==> src/rtl/race_arbiter_array.sv <==
`timescale 1ns/1ps
// race_arbiter_array: resolves N_CH fin1/fin2 race pairs in parallel and
// returns a per-channel winner word over a start/valid/ack handshake.
// Ports:
//   clk, reset_n            clock, asynchronous active-low reset
//   start, timeout_cycles   arm request (sampled in IDLE) and race-window length
//   fin1, fin2              per-channel path finishes, asynchronous to clk
//   resp_ack                controller accepts the response (sampled in DONE)
//   busy, armed, resp_valid FSM status (ARM/RACE/DONE, RACE, DONE)
//   resp, tie, undecided    per-channel winner, same-cycle tie, no-finish flags
//   arm_fail                fins did not all settle low during ARM
module race_arbiter_array #(
    parameter int unsigned N_CH        = 8,
    parameter int unsigned TIMEOUT_W   = 8,
    parameter int unsigned SYNC_STAGES = 2
) (
    input  logic                 clk,
    input  logic                 reset_n,
    input  logic                 start,
    input  logic [TIMEOUT_W-1:0] timeout_cycles,
    input  logic [N_CH-1:0]      fin1,
    input  logic [N_CH-1:0]      fin2,
    input  logic                 resp_ack,
    output logic                 busy,
    output logic                 armed,
    output logic                 resp_valid,
    output logic [N_CH-1:0]      resp,
    output logic [N_CH-1:0]      tie,
    output logic [N_CH-1:0]      undecided,
    output logic                 arm_fail
);

    typedef enum logic [1:0] {
        S_IDLE = 2'd0,
        S_ARM  = 2'd1,
        S_RACE = 2'd2,
        S_DONE = 2'd3
    } state_t;

    state_t state;
    state_t state_nx;

    logic [SYNC_STAGES-1:0][N_CH-1:0] sync1;
    logic [SYNC_STAGES-1:0][N_CH-1:0] sync2;
    logic [N_CH-1:0]      s1;
    logic [N_CH-1:0]      s2;

    logic [TIMEOUT_W-1:0] cnt;
    logic [TIMEOUT_W-1:0] t_q;
    logic [TIMEOUT_W-1:0] t_cap;
    logic [N_CH-1:0]      decided;
    logic [N_CH-1:0]      win1;
    logic [N_CH-1:0]      decided_nx;
    logic                 all_dec;
    logic                 fins_low;
    logic                 cnt_end;

    logic                 busy_d;
    logic                 armed_d;
    logic                 resp_valid_d;

    // Fin synchronisers; the last stage feeds every decision.
    always_ff @(posedge clk or negedge reset_n) begin
        if (!reset_n) begin
            sync1 <= '0;
            sync2 <= '0;
        end else begin
            sync1 <= {sync1[SYNC_STAGES-2:0], fin1};
            sync2 <= {sync2[SYNC_STAGES-2:0], fin2};
        end
    end

    assign s1 = sync1[SYNC_STAGES-1];
    assign s2 = sync2[SYNC_STAGES-1];

    // Per-channel decision terms for the current RACE cycle.
    always_comb begin
        t_cap      = (timeout_cycles == '0) ? TIMEOUT_W'(1) : timeout_cycles;
        win1       = ~decided & s1;
        decided_nx = decided | (s1 | s2);
        all_dec    = &decided_nx;
        fins_low   = ~(|s1) && ~(|s2);
        cnt_end    = (cnt == (t_q - TIMEOUT_W'(1)));
    end

    // State register.
    always_ff @(posedge clk or negedge reset_n) begin
        if (!reset_n) begin
            state <= S_IDLE;
        end else begin
            state <= state_nx;
        end
    end

    // Next-state logic.
    always_comb begin
        state_nx = state;
        case (state)
            S_IDLE: if (start) state_nx = S_ARM;
            S_ARM: begin
                if (fins_low)     state_nx = S_RACE;
                else if (cnt_end) state_nx = S_DONE;
            end
            S_RACE: if (all_dec || cnt_end) state_nx = S_DONE;
            S_DONE: if (resp_ack) state_nx = S_IDLE;
            default: state_nx = S_IDLE;
        endcase
    end

    // Status outputs decoded from the upcoming state so the registered
    // copies line up with the state register.
    always_comb begin
        busy_d       = (state_nx != S_IDLE);
        armed_d      = (state_nx == S_RACE);
        resp_valid_d = (state_nx == S_DONE);
    end

    always_ff @(posedge clk or negedge reset_n) begin
        if (!reset_n) begin
            busy       <= 1'b0;
            armed      <= 1'b0;
            resp_valid <= 1'b0;
        end else begin
            busy       <= busy_d;
            armed      <= armed_d;
            resp_valid <= resp_valid_d;
        end
    end

    // Window counter and response datapath.
    always_ff @(posedge clk or negedge reset_n) begin
        if (!reset_n) begin
            cnt       <= '0;
            t_q       <= '0;
            decided   <= '0;
            resp      <= '0;
            tie       <= '0;
            undecided <= '0;
            arm_fail  <= 1'b0;
        end else begin
            case (state)
                S_IDLE: begin
                    if (start) begin
                        t_q       <= t_cap;
                        cnt       <= '0;
                        decided   <= '0;
                        resp      <= '0;
                        tie       <= '0;
                        undecided <= '0;
                        arm_fail  <= 1'b0;
                    end
                end
                S_ARM: begin
                    if (fins_low) begin
                        cnt <= '0;
                    end else if (cnt_end) begin
                        arm_fail  <= 1'b1;
                        resp      <= '1;
                        undecided <= '1;
                    end else begin
                        cnt <= cnt + TIMEOUT_W'(1);
                    end
                end
                S_RACE: begin
                    decided <= decided_nx;
                    tie     <= tie | (win1 & s2);
                    if (cnt_end) begin
                        // Default-to-1 winner for channels still open at timeout.
                        resp      <= resp | win1 | ~decided_nx;
                        undecided <= ~decided_nx;
                    end else begin
                        resp <= resp | win1;
                        cnt  <= cnt + TIMEOUT_W'(1);
                    end
                end
                default: ;
            endcase
        end
    end

endmodule

==> config.mk <==
export PLATFORM = sky130hd
export DESIGN_NAME = race_arbiter_array
export DESIGN_NICKNAME = d
export VERILOG_FILES = /design/src/rtl/race_arbiter_array.sv
export SDC_FILE = /design/constraint.sdc
export NUM_CORES = 1
export LEC_CHECK = 0
export ABC_AREA = 1
export BUFFER_PORTS_ARGS = -buffer_cell sky130_fd_sc_hd__buf_2
export CORE_UTILIZATION = 50
export DETAILED_ROUTE_END_ITERATION = 16
export PLACE_DENSITY = 0.83
export SLEW_MARGIN = 20
export SYNTH_ARGS = -nofsm -noshare
export SYNTH_HDL_FRONTEND = slang
export SYNTH_SLANG_ARGS = --single-unit
==> constraint.sdc <==
create_clock -name clk -period 1.9 [get_ports clk]
set_input_delay 0.285 -clock clk [delete_from_list [all_inputs] [get_ports clk]]
set_output_delay 0.285 -clock clk [all_outputs]
set_load 0.01 [all_outputs]
==> results.json, run 1 <==
{
  "via_count": 3411,
  "rr_startpoint": "t_q[1]",
  "tritoncts_num_sinks": 86,
  "antenna_violating_nets_post_route": 0,
  "timing.reg2reg.setup_slack_ps": -20,
  "global_route_wire_length_before_repair_mm": 15.2,
  "timing.rr.end": "resp[5]",
  "cp.depth": 14,
  "drive_gt1_share_pct": 28.0,
  "clock_latency_of_the_later_clocked_register_in_the_worst_skew_pair_ps": 360,
  "synth_top_cells_by_area": "dfrtp_1 (54%), nand2_1 (12%), inv_1 (5.0%)",
  "max_slew_margin_pct": 73.4,
  "critical_path.slowest_cell": "dfrtp_1",
  "outcome": "finished with violations",
  "setup_slack_ps": -24.6,
  "critical_path_buf_inv_count": 2,
  "synthDistinctLibCells": 36,
  "fp-row-count": 32,
  "grt-ovfl-total": 0,
  "fp.coreArea_sq_um": 7730,
  "min_delay_path_depth": 1,
  "cts_buffers": 9,
  "buffer_ports.inserted": 55,
  "hpwl_mm": 6.41,
  "cts_root_buffer": "clkbuf_8",
  "synthesis_to_finish_area_growth_pct": 22.0,
  "critical_path_required_ps": 2190,
  "dp_slack_ps": -95.6,
  "min-delay-path-class": "in -> reg",
  "slew_violations": 0,
  "cts_buffer_depth": 2,
  "total_die_area_sq_um": 8340,
  "worst_hold_startpoint": "fin2[7]",
  "start_util_pct": 51.6,
  "critical_path.max_stage_delay_ps": 400,
  "n_fill_cell": 611,
  "multi_input_comb_area_sq_um": 1660,
  "setup_violations": 2,
  "tritoncts": "yes",
  "syn-instance-count": 461,
  "timing.clock.skew_ps": 7.55,
  "cp_launch_type": "register",
  "worst_ep_arrival_time_ps": 2220,
  "ir_drop_uv": 838,
  "ctsHtreeMaxLevel": 3,
  "die_h_um": 91.3,
  "finalCoreUtilization_pct": 63.0,
  "syn_area_per_cell_sq_um": 8.65,
  "worst-path-max-fanout": 8,
  "number_of_antenna_violations_at_the_first_check_in_global_routing": 0,
  "post-route-drc-count": 0,
  "post_synth_instance_area_sq_um": 3990,
  "endpoint_kind": "register",
  "clkSlewWorstSetupHoldPaths_ps": 90,
  "timing.fmax_mhz": 520,
  "critical_path.cell_chain": "inv_2, ha_4, nand2_4, nor2_4, nand3_2, nand2_2, nand3_2, nor2_4, nand2_4, inv_4, nand2_4, a21boi_4, nand2_1, nand2_1",
  "via_count_of_the_first_global_routing_pass": 3372,
  "failed_checks": "setup timing",
  "ys_ff_latch": 86,
  "synth_top_cell_area_share_pct": 54.0,
  "grt_max_degree": 38,
  "synthesis.yosys.warnings": 0,
  "power_per_cell_area_nw_per_um2": 1560,
  "setup_tns_ps": -33.9,
  "post_dp_cell_area_sq_um": 4500,
  "cellLeakagePower_nw": 2.46,
  "boundaryPins": 56,
  "fin_total_pwr_mw": 7.61,
  "viasPerCell": 5.26,
  "most_prevalent_standard_cell_on_the_critical_path": "nand2_4",
  "grt_use_total_pct": 23.5,
  "layout.cell_area.non_filler_sq_um": 4870,
  "final-hold-violation-count": 0,
  "reg2regPathDepth": 14,
  "routed_wire_length_per_instance_um": 13.9,
  "num_antenna_cells": 0,
  "period_minus_slack_ps": 1920,
  "timing.critical_path.max_delay_family": "simple AND/OR/NAND/NOR gates",
  "drv_cap": 0,
  "first_pass_iters": 5,
  "post_detailed_routing_wire_length_mm": 9.01,
  "fraction_of_the_yosys_area_taken_by_sequential_cells_pct": 54.0,
  "max_slew.worst_pin.slew_ps": 395,
  "detailedRoute.firstIterationViolations": 209,
  "die_width_um": 91.3,
  "seq_area_sq_um": 2150,
  "synthesis.nets": 495,
  "worst_hold_end": "sync2[7]",
  "design.final.nets": 576,
  "period_share_pct": 101,
  "criticalPathCategory": "reg -> reg",
  "rsz0062_at_grt": "yes",
  "gp_congestion": 0.894,
  "largest_area_contributor_in_the_synthesized_netlist": "dfrtp_1"
}
-- power breakdown --
group	leakage, nW	total, mW	switching [mW]	internal, mW
Sequential	1.08	2.61	0.337	2.27
Combinational	1.29	3.81	2.34	1.48
Clock	0.0842	1.19	0.698	0.490
-- logic make-up (layout without fill, tap and decap cells) --
group | count (synthesis) | count (layout) | share of synthesized area, %
adder cells (fa/ha/maj) | 6 | 6 | 1.88
AND/OR/NAND/NOR | 222 | 222 | 25.8
flip-flops | 86 | 86 | 54.0
AO/OA/AOI/OAI | 67 | 67 | 9.25
XOR/XNOR | 6 | 6 | 1.32
buffers and inverters | 74 | 160 | 7.75
-- routing by layer --
| metal | vias to the layer above | share of wire (%) | global-route usage [%] |
|---|---|---|---|
| met4 | 0 | 2.0 | 9.92 |
| met5 | - | 0 | 0 |
| li1 | 1645 | - | - |
| met1 | 1622 | 43 | 28.6 |
| met2 | 126 | 50 | 40.3 |
| met3 | 18 | 5.2 | 4.94 |
-- placed cells by master, fill, tap and decap left out, types with 9 or more instances in the layout --
| cell type | instances |
|---|---|
| a21oi_1 | 30 |
| buf_2 | 54 |
| buf_4 | 22 |
| clkbuf_8 | 9 |
| dfrtp_1 | 84 |
| inv_1 | 51 |
| nand2_1 | 114 |
| nand2_2 | 16 |
| nand3_1 | 21 |
| nand4_1 | 22 |
| nor2_1 | 18 |
| o21ai_1 | 11 |
| o22ai_1 | 10 |
-- metrics by stage --
step / hold slack (ps) / instances
after floorplan: -10.6 / 461
after global placement: 228 / 626
after detailed placement: 236 / 626
after CTS: 11.6 / 644
after global routing: 4.23 / 649
final: 25.3 / 649
-- worst max path at each step --
stage                     startpoint       end  slack, ps
after floorplan               t_q[0]  arm_fail          3
after global placement        t_q[1]     armed          8
after detailed placement      t_q[1]     armed       -100
after CTS                     t_q[1]   resp[5]        -20
after global routing          t_q[1]   resp[3]       -140
final                         t_q[1]   resp[5]        -20
-- final cells by class --
cell class / count / area share (%)
Clock buffer: 9 / 2.55
Clock inverter: 7 / 1.16
Inverter: 63 / 4.91
Multi-Input combinational cell: 301 / 34.1
Sequential cell: 86 / 44.3
Tap cell: 102 / 2.62
Timing Repair Buffer: 81 / 10.3
-- state kept, by name, indices dropped and copies added, names as in the netlist, 2 cells and up --
name       flops
cnt            8
decided        8
resp           8
s1             8
s2             8
sync1          8
sync2          8
t_q            8
tie            8
undecided      8
state          2
-- Yosys cell counts, drive strengths merged --
master,instances
nand4,22
inv,59
xnor2,2
nor2,25
xor2,4
dfrtp,86
nor4,2
o31ai,1
nand2,136
a21oi,31
or2,7
a21boi,1
buf,7
nor3,4
o21ai,23
o22ai,10
nand3,26
a31oi,1
ha,6
clkbuf,4
clkinv,4
-- repair_timing --
| item | in CTS | in global routing |
|---|---|---|
| buffers inserted | 1 | 6 |
| hold buffers | 1 | 0 |
| gates cloned | 0 | 0 |
| resized for setup | 15 | 27 |
| hold endpoints to repair | 27 | 0 |
| setup endpoints to repair | 28 | 37 |
| pin swaps | 9 | 9 |
(Power assumes the default switching activity.)
==> inputs of run 2 (changes only) <==
- CORE_UTILIZATION: 50 -> 51
- PLACE_DENSITY: 0.83 -> 0.84
- REMOVE_ABC_BUFFERS: default -> 1
==> results.json, run 2 (synthesis gave the netlist of run 1 again) <==
{
  "max_slew_margin_pct": 68.4,
  "slew_violations": 0,
  "timing.rr.end": "resp[2]",
  "power_per_cell_area_nw_per_um2": 1570,
  "fp-row-count": 31,
  "buffer_ports.inserted": 55,
  "swShare_pct": 43.3,
  "clkSlewWorstSetupHoldPaths_ps": 90,
  "worst_ep_arrival_time_ps": 2240,
  "critical_path_required_ps": 2200,
  "post_detailed_routing_wire_length_mm": 9.09,
  "start_util_pct": 53.8,
  "period_share_pct": 102,
  "timing.fmax_mhz": 514,
  "layout.cell_area.non_filler_sq_um": 4830,
  "final_cell_mix": "nand2_1 (123), dfrtp_1 (83), buf_2 (54)",
  "min-delay-path-class": "in -> reg",
  "final-hold-violation-count": 0,
  "die_h_um": 90.4,
  "ctsHtreeMaxLevel": 3,
  "timing.reg2reg.setup_slack_ps": -50,
  "cts_buffer_depth": 2,
  "total_die_area_sq_um": 8180,
  "drive_gt1_share_pct": 25.8,
  "cts_root_buffer": "clkbuf_8",
  "worst_hold_startpoint": "fin2[4]",
  "outcome": "finished with violations",
  "tritoncts": "yes",
  "critPathLaunch": "t_q[1]",
  "post_dp_cell_area_sq_um": 4470,
  "via_count": 3365,
  "rr_startpoint": "t_q[1]",
  "max_slew.worst_pin.slew_ps": 470,
  "rsz0062_at_grt": "yes",
  "grt-ovfl-total": 0,
  "criticalPathCategory": "reg -> reg",
  "routed_wire_length_per_instance_um": 14.2,
  "grt_use_total_pct": 23.8,
  "via_count_of_the_first_global_routing_pass": 3400,
  "clock_latency_of_the_later_clocked_register_in_the_worst_skew_pair_ps": 360,
  "global_route_wire_length_before_repair_mm": 15.3,
  "cp_launch_type": "register",
  "boundaryPins": 56,
  "power_frac_comb_pct": 48.5,
  "die_width_um": 90.4,
  "most_common_cell_after_layout_fill_and_taps_aside": "nand2_1",
  "first_pass_iters": 4,
  "power.switching_mw": 3.28,
  "timing.clock.skew_ps": 14.5,
  "setup_slack_ps": -45.8,
  "detailedRoute.firstIterationViolations": 209,
  "setup_violations": 9,
  "antenna_violating_nets_post_route": 0,
  "cts_buffers": 9,
  "clkPwrFrac_pct": 16.9,
  "min_delay_path_depth": 1,
  "drv_cap": 0,
  "tritoncts_num_sinks": 86,
  "power_frac_seq_pct": 34.6,
  "hpwl_mm": 6.32,
  "number_of_antenna_violations_at_the_first_check_in_global_routing": 0,
  "endpoint_kind": "register",
  "design.final.nets": 573,
  "ir_drop_uv": 704,
  "synthesis_to_finish_area_growth_pct": 21.1,
  "power.internal_mw": 4.31,
  "failed_checks": "setup timing",
  "reg2regPathDepth": 14,
  "grt_max_degree": 54,
  "gp_congestion": 0.922,
  "cellLeakagePower_nw": 2.45,
  "post-route-drc-count": 0,
  "period_minus_slack_ps": 1950,
  "fp.coreArea_sq_um": 7410,
  "worst_hold_end": "sync2[4]",
  "whs_ps": 24.6,
  "viasPerCell": 5.24,
  "worst-path-max-fanout": 8,
  "num_antenna_cells": 0
}
==> run 2: cell count changes in the layout (fill, tap and decap cells not counted), moves of 2 or more <==
cell	previous run	this run
clkinv_4	0	2
nand2_2	16	7
clkinvlp_4	3	1
o21ai_0	7	9
o21ai_2	5	3
nand2_1	114	123
inv_6	2	0
==> run 2: metal layers <==
layer	global-route usage, %	share of wire [%]
met5	0	0
met4	9.95	3.2
met3	5.39	4.8
met2	41.0	51
met1	28.6	40
==> run 2: worst max path at each step <==
stage	slack (ps)	to	depth (start not counted)
5_1_grt	-180	resp[2]	13
2_1_floorplan	-90	undecided[0]	15
4_1_cts	-60	resp[2]	14
3_5_place_dp	-140	resp[2]	15
3_3_place_gp	-4	undecided[0]	15
6_report	-50	resp[2]	14
==> run 2: area by class of cell <==
cell class / count / area [sq um]
timing repair buffer: 78 / 469
clock buffer: 10 / 138
clock inverter: 5 / 60.1
fill: 571 / 2580
inverter: 63 / 239
sequential: 86 / 2160
tap: 99 / 124
multi-input combinational: 301 / 1650
==> run 2: stage by stage <==
step | std cells | power (mW) | worst slack (ps) | utilization [%] | setup TNS [ps]
3_5_place_dp | 622 | 5.93 | -139 | 60.3 | -2160
2_1_floorplan | 450 | 4.78 | -85.8 | - | -1160
6_report | 642 | 7.59 | -45.8 | 65.2 | -162
5_1_grt | 642 | 8.15 | -179 | 65.2 | -3370
3_3_place_gp | 622 | 5.79 | -4.16 | 60.3 | -9.54
4_1_cts | 641 | 7.46 | -63.6 | 64.4 | -197
==> run 2: worst max-delay path, stage by stage, from the launching register on <==
cell,delay [ps]
dfrtp_1,400
inv_2,90
ha_4,160
nand2_4,60
nor2_4,110
nand2_1,70
nand2_1,100
nand2_2,90
nor2_4,130
nand2_4,80
inv_4,70
nand2_4,70
a21boi_4,270
nand2_1,100
nand2_1,90
==> run 2: power by group through the flow <==
stage	clock, mW	combinational (mW)	sequential [mW]
2_1_floorplan	0	2.10	2.69
3_3_place_gp	0	3.18	2.61
3_5_place_dp	0	3.31	2.63
4_1_cts	1.31	3.55	2.61
5_1_grt	1.39	4.08	2.68
6_report	1.29	3.68	2.62
==> run 2: repair_timing <==
action,in CTS,in global routing
setup buffers,3,1
endpoints found under the setup margin,29,38
hold buffers,1,0
pin swaps,14,5
gates resized for setup,16,16
endpoints found under the hold margin,33,0
